File: src/rtl/rx_arb_pkg.sv
// Shared constants, types and helpers for the receiver stream arbiter.
package rx_arb_pkg;

  localparam int unsigned RX_DATA_WIDTH = 24;
  localparam int unsigned RX_MAX_CH     = 8;
  localparam int unsigned RX_IDX_W      = $clog2(RX_MAX_CH);

  typedef logic [RX_IDX_W-1:0] rx_idx_t;

  typedef struct packed {
    rx_idx_t                  chan;
    logic [RX_DATA_WIDTH-1:0] data_i;
    logic [RX_DATA_WIDTH-1:0] data_q;
  } rx_sample_t;

  typedef enum logic {
    OUT_EMPTY = 1'b0,
    OUT_HOLD  = 1'b1
  } out_state_t;

  function automatic rx_idx_t rr_next(input rx_idx_t idx, input int unsigned num);
    if (32'(idx) + 32'd1 >= num) begin
      return '0;
    end
    return idx + rx_idx_t'(1);
  endfunction

endpackage

File: src/rtl/rx_rr_arbiter.sv
// Round-robin arbiter: grants the first requester after the last granted index.
module rx_rr_arbiter
  import rx_arb_pkg::*;
#(
  parameter int unsigned NUM_RX = 4
) (
  input  logic              clock,
  input  logic              reset,
  input  logic [NUM_RX-1:0] request,
  input  logic              advance,
  output logic [NUM_RX-1:0] grant,
  output rx_idx_t           grant_idx,
  output logic              any_grant
);

  rx_idx_t              last_grant;
  rx_idx_t              cand;
  logic [RX_MAX_CH-1:0] req_ext;

  // Widened so a fixed-width index can address the request vector for any NUM_RX.
  assign req_ext = RX_MAX_CH'(request);

  always_comb begin
    cand      = last_grant;
    grant_idx = '0;
    any_grant = 1'b0;
    for (int unsigned i = 0; i < NUM_RX; i++) begin
      cand = rr_next(cand, NUM_RX);
      if (!any_grant && req_ext[cand]) begin
        any_grant = 1'b1;
        grant_idx = cand;
      end
    end
  end

  always_comb begin
    grant = '0;
    for (int unsigned k = 0; k < NUM_RX; k++) begin
      grant[k] = any_grant && (grant_idx == rx_idx_t'(k));
    end
  end

  always_ff @(posedge clock or posedge reset) begin
    if (reset) begin
      last_grant <= rx_idx_t'(NUM_RX - 1);
    end else if (advance && any_grant) begin
      last_grant <= grant_idx;
    end
  end

endmodule

File: src/rtl/rx_stream_arbiter.sv
// Buffers one I/Q sample per receiver channel and serialises them round-robin
// onto a single valid/ready stream, flagging per-channel overruns.
module rx_stream_arbiter
  import rx_arb_pkg::*;
#(
  parameter int unsigned NUM_RX     = 4,
  parameter int unsigned DATA_WIDTH = RX_DATA_WIDTH,
  parameter int unsigned CH_WIDTH   = 3
) (
  input  logic                         clock,
  input  logic                         reset,
  input  logic [NUM_RX-1:0]            rx_strobe,
  input  logic [NUM_RX*DATA_WIDTH-1:0] rx_data_I,
  input  logic [NUM_RX*DATA_WIDTH-1:0] rx_data_Q,
  input  logic [NUM_RX-1:0]            chan_enable,
  input  logic [NUM_RX-1:0]            ovf_clear,
  output logic                         out_valid,
  input  logic                         out_ready,
  output logic [CH_WIDTH-1:0]          out_chan,
  output logic [DATA_WIDTH-1:0]        out_data_I,
  output logic [DATA_WIDTH-1:0]        out_data_Q,
  output logic [NUM_RX-1:0]            overflow
);

  logic [DATA_WIDTH-1:0] slot_i [NUM_RX];
  logic [DATA_WIDTH-1:0] slot_q [NUM_RX];
  logic [NUM_RX-1:0]     full;
  logic [NUM_RX-1:0]     capture;
  logic [NUM_RX-1:0]     drain;
  logic [NUM_RX-1:0]     grant;
  rx_idx_t               grant_idx;
  logic                  any_grant;
  logic                  load_en;
  logic [DATA_WIDTH-1:0] sel_i;
  logic [DATA_WIDTH-1:0] sel_q;
  out_state_t            state;

  assign load_en   = (state == OUT_EMPTY) || out_ready;
  assign capture   = rx_strobe & chan_enable;
  assign drain     = grant & {NUM_RX{load_en}};
  assign out_valid = (state == OUT_HOLD);

  rx_rr_arbiter #(
    .NUM_RX(NUM_RX)
  ) u_arb (
    .clock    (clock),
    .reset    (reset),
    .request  (full),
    .advance  (load_en),
    .grant    (grant),
    .grant_idx(grant_idx),
    .any_grant(any_grant)
  );

  // One-hot AND-OR select of the granted slot.
  always_comb begin
    sel_i = '0;
    sel_q = '0;
    for (int unsigned k = 0; k < NUM_RX; k++) begin
      if (grant[k]) begin
        sel_i = sel_i | slot_i[k];
        sel_q = sel_q | slot_q[k];
      end
    end
  end

  always_ff @(posedge clock or posedge reset) begin
    if (reset) begin
      full     <= '0;
      overflow <= '0;
      for (int unsigned k = 0; k < NUM_RX; k++) begin
        slot_i[k] <= '0;
        slot_q[k] <= '0;
      end
    end else begin
      for (int unsigned k = 0; k < NUM_RX; k++) begin
        // A slot drained this cycle can accept a new sample without overrun.
        if (capture[k] && (!full[k] || drain[k])) begin
          slot_i[k] <= rx_data_I[k*DATA_WIDTH +: DATA_WIDTH];
          slot_q[k] <= rx_data_Q[k*DATA_WIDTH +: DATA_WIDTH];
          full[k]   <= 1'b1;
        end else if (drain[k]) begin
          full[k] <= 1'b0;
        end

        if (capture[k] && full[k] && !drain[k]) begin
          overflow[k] <= 1'b1;
        end else if (ovf_clear[k]) begin
          overflow[k] <= 1'b0;
        end
      end
    end
  end

  always_ff @(posedge clock or posedge reset) begin
    if (reset) begin
      state      <= OUT_EMPTY;
      out_chan   <= '0;
      out_data_I <= '0;
      out_data_Q <= '0;
    end else if (load_en) begin
      if (any_grant) begin
        state      <= OUT_HOLD;
        out_chan   <= CH_WIDTH'(grant_idx);
        out_data_I <= sel_i;
        out_data_Q <= sel_q;
      end else begin
        state <= OUT_EMPTY;
      end
    end
  end

endmodule

File: config.mk
export PLATFORM = sky130hd
export DESIGN_NAME = rx_stream_arbiter
export DESIGN_NICKNAME = d
export VERILOG_FILES = /design/src/rtl/rx_arb_pkg.sv /design/src/rtl/rx_rr_arbiter.sv /design/src/rtl/rx_stream_arbiter.sv
export SDC_FILE = /design/constraint.sdc
export NUM_CORES = 1
export LEC_CHECK = 0
export CORE_MARGIN = 2
export CORE_UTILIZATION = 51
export CTS_BUF_LIST = sky130_fd_sc_hd__clkbuf_16
export CTS_CLUSTER_SIZE = 10
export DETAILED_ROUTE_END_ITERATION = 8
export PLACE_DENSITY = 0.86
export SYNTH_ARGS = -nofsm -noshare
export SYNTH_HDL_FRONTEND = slang
export SYNTH_SLANG_ARGS = --single-unit
File: constraint.sdc
create_clock -name clock -period 11.3 [get_ports clock]
set_clock_uncertainty 0.05 [all_clocks]
set_input_delay 2.26 -clock clock [delete_from_list [all_inputs] [get_ports clock]]
set_output_delay 2.26 -clock clock [all_outputs]
set_load 0.05 [all_outputs]
==> results of run 1 <==
==> cell usage after synthesis, types with 2 or more instances <==
master and n:
nand2_1 446, dfrtp_1 252, o22ai_1 192, mux2i_1 100
clkbuf_1 66, o221ai_1 48, buf_2 31, buf_4 11
inv_1 11, a21oi_1 7, and2_1 7, buf_6 7
nand2b_1 7, nor2_1 6, o21a_1 5, a22o_1 4
nand3_1 3, o211ai_1 3, o21ai_0 3, and3_1 2
dfstp_2 2, ha_1 2, nand3b_1 2, nand4_1 2
nor3_1 2, nor3_2 2, o2111ai_1 2, o221ai_2 2
o22a_1 2, or2_1 2, or3_1 2
==> metal layers <==
layer	routed length, um	share of wire	vias up
li1	-	-	4776
met4	1420	0.038	0
met5	0	0	-
met1	14900	0.40	5248
met3	3300	0.088	98
met2	17900	0.48	659
==> cells by family (layout without fill, tap and decap cells) <==
group,count (synthesis),in the layout,share of synthesized area
compound gates,279,279,0.164
xor+xnor,2,2,0.00304
fa+ha+maj,2,2,0.00210
buf+inv,127,329,0.0511
flops,254,254,0.533
mux,101,101,0.0852
other cells,0,2,0
simple gates,487,487,0.162
==> metrics by stage <==
step           hold WS (ns)  utilization
3_3_place_gp          0.408        0.639
6_report              0.423        0.674
2_1_floorplan         0.434            -
4_1_cts               0.429        0.673
3_5_place_dp          0.415        0.639
5_1_grt               0.451        0.674
==> sequential cells by signal, summed over array words and instances (netlist names) <==
| signal | cells |
|---|---|
| overflow | 4 |
| out_valid | 1 |
| full | 4 |
| out_chan | 3 |
| out_data_I | 24 |
| out_data_Q | 24 |
| slot_i | 96 |
| u_arb.last_grant | 2 |
| slot_q | 96 |
==> layout by cell type (no fill, tap or decap), drive strengths merged, types with 2 or more instances in the layout <==
master         count
buf               14
o21a               5
nand2            446
and2               7
ha                 2
or3                2
o22a               2
nand2b             7
mux2i            100
o22ai            192
inv               23
o211ai             3
o2111ai            3
dfrtp            252
clkbuf            29
nand3b             2
diode              2
clkdlybuf4s50    262
nor2               7
nand4              2
nor3               4
a22o               4
o21ai              4
dfstp              2
o221ai            50
or2                2
nand3              3
and3               2
a21oi              7
==> worst max-delay path, cell delays in order, from the launching register on <==
cell	delay, ns
dfstp_2	0.64
ha_1	0.40
xor2_4	0.15
nor2_4	0.22
inv_2	0.11
ha_1	0.33
and2b_1	0.27
o2111ai_1	0.17
a2111oi_2	0.41
nor3_1	0.15
o32ai_4	0.96
buf_4	0.57
o21a_2	0.98
o22ai_1	0.26
==> where the power goes <==
group          internal, mW  switching, mW
registers              1.32          0.242
logic                  1.00           1.72
clock network         0.453          0.351
total                  2.78           2.31
==> path summary, 6_finish.rpt <==
path                            depth (start not counted)           to  slack (ns)           startpoint
worst max-delay path                                   13   slot_i[68]        5.36  u_arb.last_grant[0]
worst min-delay path                                    2  out_chan[0]        0.42          out_chan[0]
worst max register to register                         13   slot_i[68]        5.36  u_arb.last_grant[0]
worst min register to register                          2  out_chan[0]        0.42          out_chan[0]
max in group asynchronous                               3   slot_q[41]        7.47                reset
min in group asynchronous                               2  out_chan[0]        2.24                reset
==> area by class of cell <==
class | count | area, um2 | share of cell area
Multi-Input combinational cell | 871 | 5030 | 0.328
Inverter | 12 | 52.6 | 0.00342
Tap cell | 313 | 392 | 0.0255
Clock buffer | 29 | 726 | 0.0473
Timing Repair Buffer | 276 | 2730 | 0.178
Sequential cell | 254 | 6360 | 0.414
Antenna cell | 2 | 5.00 | 0.000326
Clock inverter | 12 | 51.3 | 0.00334
==> metrics, run 1 <==
outcome finished clean; Total GRT Usage 0.304; Vias between 10000 and 15000; # resized after CTS 0; Synth Flop Type dfrtp_1; top cells by area, synth dfrtp_1 53%, nand2_1 14%, o22ai_1 10%; met1 GRT Util 0.416; die width ~160 um; RSZ-0062 raised after global routing no; Yosys warnings 0; nets@finish about 1700; final antenna-violating net count 0; wire per inst 21.2 um; worst rel slew slack 0.190; Worst EP required approximately 12 ns; Worst Hold Class flip-flop to flip-flop; Syn Area/Cell 9.52 um2; GRT met2 Usage 0.494; final hold violation count 0; final setup fails 0; Post-synth EDFFs 0; initial antenna violation count 1; fin crit period between 5 and 6 ns; largest area contributor in the netlist dfrtp_1; Leak 6.78 nW; dpl ws ~5.5 ns; share of cells above drive strength 1 0.0516; Worst-Margin Slew ~1.2 ns; H-tree depth 1; peak supply drop around 300 uV; CTS Buf Count 29; Reg clk slew, reported paths about 0.060 ns; gpl congestion approximately 0.93; Synth cell types 50; Setup TNS 0 ns; Post-Synthesis Cells 1252; DP Area about 0.015 mm2; async set-reset flop share out of synthesis 1.00; Final Power between 5 and 6 mW; number of DRC markers in iteration 0 around 1100; Non-Filler Instances ~1800; critical path capture point type flip-flop; Synth Register Bits ~250; M3 GR Usage 0.0454; top cell type's share of synthesized area 0.529; # Post-CTS Setup Buffers 0; crit path max fanout 50; core area between 0.02 and 0.025 mm2; Final Max Slew Viols 0; Startpoint Class flip-flop; DR DRC count 0; Vias per Instance roughly 6.1; # fillers approximately 1700; clock sink count approximately 250; Peak Freq 168 MHz; # IOs ~260; largest net degree at the start of global routing around 120; Final Cell Area 0.0153 mm2; power per cell area around 330 mW/mm2; total wire length ~38000 um; Synthesized Nets ~1500; GRT overflow 0; Setup Crit Path Kind flip-flop to flip-flop; Post-Syn Area 0.0119 mm2; busiest layer in global routing met2; insertion delay to the later sink of the worst-skew pair roughly 0.53 ns; area grow syn2layout 28.7%; fin crit share 0.526; first-pass GRT wire length slightly below 60000 um; post-synthesis sequential area ratio 0.533; site row count between 50 and 60; CTS Hold Bufs 0; PortBufs 262; DP HPWL around 23000 um; maximum buffer depth of the clock tree 3; Max-Cap Viols 0; CTS tree built; crit path DAT 6.24 ns; Initial DRT Pass Iterations 7; Final WS setup about 5.4 ns; Die ar. 0.0246 mm2; Cells after DPL 1726; vias in the first global route between 10000 and 15000; Initial Utilization 0.523; Die Ht between 150 and 200 um; CTS root buf clkbuf_16
Power figures use the tool's default switching activity.
==> inputs of run 2 (changes only) <==
--- a/config.mk
+++ b/config.mk
@@ -6,11 +6,11 @@
 export NUM_CORES = 1
 export LEC_CHECK = 0
 export CORE_MARGIN = 2
-export CORE_UTILIZATION = 51
+export CORE_UTILIZATION = 46
 export CTS_BUF_LIST = sky130_fd_sc_hd__clkbuf_16
 export CTS_CLUSTER_SIZE = 10
 export DETAILED_ROUTE_END_ITERATION = 8
-export PLACE_DENSITY = 0.86
+export PLACE_DENSITY = 0.82
 export SYNTH_ARGS = -nofsm -noshare
 export SYNTH_HDL_FRONTEND = slang
 export SYNTH_SLANG_ARGS = --single-unit
==> constraint.sdc (replaced) <==
create_clock -name clock -period 5 [get_ports clock]
set_clock_uncertainty 0.05 [all_clocks]
set_input_delay 1 -clock clock [delete_from_list [all_inputs] [get_ports clock]]
set_output_delay 1 -clock clock [all_outputs]
set_load 0.05 [all_outputs]
==> run 2 against run 1 <==
  * Power grew 130%
  * Count of clock-buffer cells in the layout is the same
  * First-iteration DRC count shrank 11%
  * Wire length grew 1.5%
  * Highest routed layer unchanged
  * Combinational power grew 130%
  * Design area grew 1.5%
  * Core utilization shrank 5.9 points
  * Non-clock buffer count grew 14
==> metrics, run 2 (synthesis gave the netlist of run 1 again) <==
DP HPWL roughly 24000 um; peak supply drop slightly above 700 uV; DR DRC count 0; Vias around 11000; most frequent cells in the layout 443 x nand2_1, 262 x clkdlybuf4s50_1, 252 x dfrtp_1; min-delay src out_chan[0]; vias in the first global route 11000; critical path's slowest cell dfstp_2; fin crit period between 4 and 5 ns; nets@finish approximately 1700; insertion delay to the later sink of the worst-skew pair 0.54 ns; Hold Crit Depth 2; Initial Utilization 0.471; Worst Hold Class flip-flop to flip-flop; Leak around 7 nW; area grow syn2layout 30.7%; # Post-CTS Setup Buffers 0; Final Max Slew Viols 0; final antenna-violating net count 0; outcome finished clean; core area 0.0253 mm2; PortBufs 262; worst r2r dst out_data_Q[6]; most used cell, CP ha_1; total wire length between 30000 and 40000 um; Worst-Margin Slew around 1.2 ns; critical path capture point type flip-flop; # IOs roughly 260; CTS root buf clkbuf_16; share of cells above drive strength 1 0.0598; final setup fails 0; maximum buffer depth of the clock tree 3; # resized after CTS 0; RSZ-0062 raised after global routing no; Non-Filler Instances roughly 1800; Reg clk slew, reported paths 0.06 ns; wire per inst around 21 um; clock sink count roughly 250; Setup TNS 0 ns; power per cell area between 700 and 800 mW/mm2; Vias per Instance ~5.9; Total GRT Usage 0.282; RR Startpoint u_arb.last_grant[0]; worst rel slew slack 0.204; fin crit share 0.879; Peak Freq between 200 and 250 MHz; H-tree depth 1; hold endpoint out_chan[0]; gpl congestion around 0.88; CP max stage delay ~0.61 ns; R2R Setup Slk 0.61 ns; CTS Buf Count 29; Cells after DPL around 1800; largest net degree at the start of global routing between 100 and 150; number of DRC markers in iteration 0 a little under 1000; Initial DRT Pass Iterations 5; Worst EP required ~5.4 ns; crit path DAT 4.75 ns; biggest regs slot_i x96, slot_q x96; Worst R2R Path Depth 13; GRT overflow 0; first-pass GRT wire length around 60000 um; crit path max fanout between 40 and 50; site row count 58; die width between 150 and 200 um; CTS Hold Bufs 0; Startpoint Class flip-flop; commonest non-fill, non-tap cell in the layout nand2_1; Die ar. approximately 0.027 mm2; Die Ht roughly 160 um; initial antenna violation count 2; final hold violation count 0; crit-path cells ha_1, xor2_4, nor2_4, inv_2, ha_1, and2b_1, o21ai_0, nor4_1, nor3_1, o32a_2, buf_12, mux2i_1, o221ai_1; Setup Crit Path Kind flip-flop to flip-flop; Max-Cap Viols 0; CTS tree built
-- run 2: cell count changes in the layout (fill, tap and decap cells not counted), sizes merged --
| cell | before | now |
|---|---|---|
| buf | 14 | 28 |
| diode | 2 | 3 |
| clkinvlp | 0 | 1 |
| inv | 23 | 25 |
-- run 2: power by group --
| part | total, mW | internal (mW) | switching [mW] |
|---|---|---|---|
| combinational | 6.30 | 2.43 | 3.87 |
| sequential | 3.57 | 2.99 | 0.586 |
| clock | 1.84 | 1.03 | 0.809 |
-- run 2: critical path: cells and delay by family (launching register included) --
kind,cells,cell delay (ns)
AOI/OAI and AO/OA,3,0.96
xor gates and xnor gates,1,0.15
adders and majority gates,2,0.72
buffers and inverters,2,0.46
DFF,1,0.61
muxes,1,0.26
and+or+nand+nor,4,0.97
-- run 2: worst max-delay path by stage --
stage                             start             end  slack [ns]
finish              u_arb.last_grant[0]   out_data_Q[6]        0.61
global route        u_arb.last_grant[0]   out_data_Q[4]        0.38
CTS                 u_arb.last_grant[0]  out_data_Q[16]        0.67
detailed placement  u_arb.last_grant[0]  out_data_Q[16]        0.68
global placement    u_arb.last_grant[0]   out_data_Q[4]        0.84
floorplan                         reset         full[0]        0.61
-- run 2: metal layers --
metal  track usage  share of wire  up-vias
met5             0              0        -
met4         0.130          0.039        0
met3        0.0379          0.075       98
met2         0.449           0.48      539
met1         0.386           0.41     5269
li1              -              -     4811
-- run 2: per-stage QoR --
stage | setup slack, ns | cell area [um2] | util | hold WS (ns) | power, mW
floorplan | 0.608 | 11900 | - | 0.434 | 8.00
global placement | 0.844 | 14800 | 0.584 | 0.419 | 9.59
detailed placement | 0.680 | 14800 | 0.584 | 0.427 | 9.80
CTS | 0.669 | 15600 | 0.615 | 0.444 | 11.7
global route | 0.377 | 15600 | 0.615 | 0.465 | 12.3
finish | 0.605 | 15600 | 0.615 | 0.440 | 11.7
-- run 2: cell type report --
| type | instances | area (um2) |
|---|---|---|
| Antenna cell | 3 | 7.51 |
| Clock buffer | 29 | 726 |
| Clock inverter | 15 | 61.3 |
| Fill cell | 2086 | 9750 |
| Inverter | 12 | 48.8 |
| Multi-Input combinational cell | 871 | 5030 |
| Sequential cell | 254 | 6360 |
| Tap cell | 330 | 413 |
| Timing Repair Buffer | 290 | 2930 |
==> inputs of run 3 (changes only) <==
--- a/config.mk
+++ b/config.mk
@@ -5,6 +5,7 @@
 export SDC_FILE = /design/constraint.sdc
 export NUM_CORES = 1
 export LEC_CHECK = 0
+export ABC_CLOCK_PERIOD_IN_PS = 5000
 export CORE_MARGIN = 2
 export CORE_UTILIZATION = 46
 export CTS_BUF_LIST = sky130_fd_sc_hd__clkbuf_16
==> results of run 3 <==
The final DEF is identical to that of run 2; final timing and power are the same.
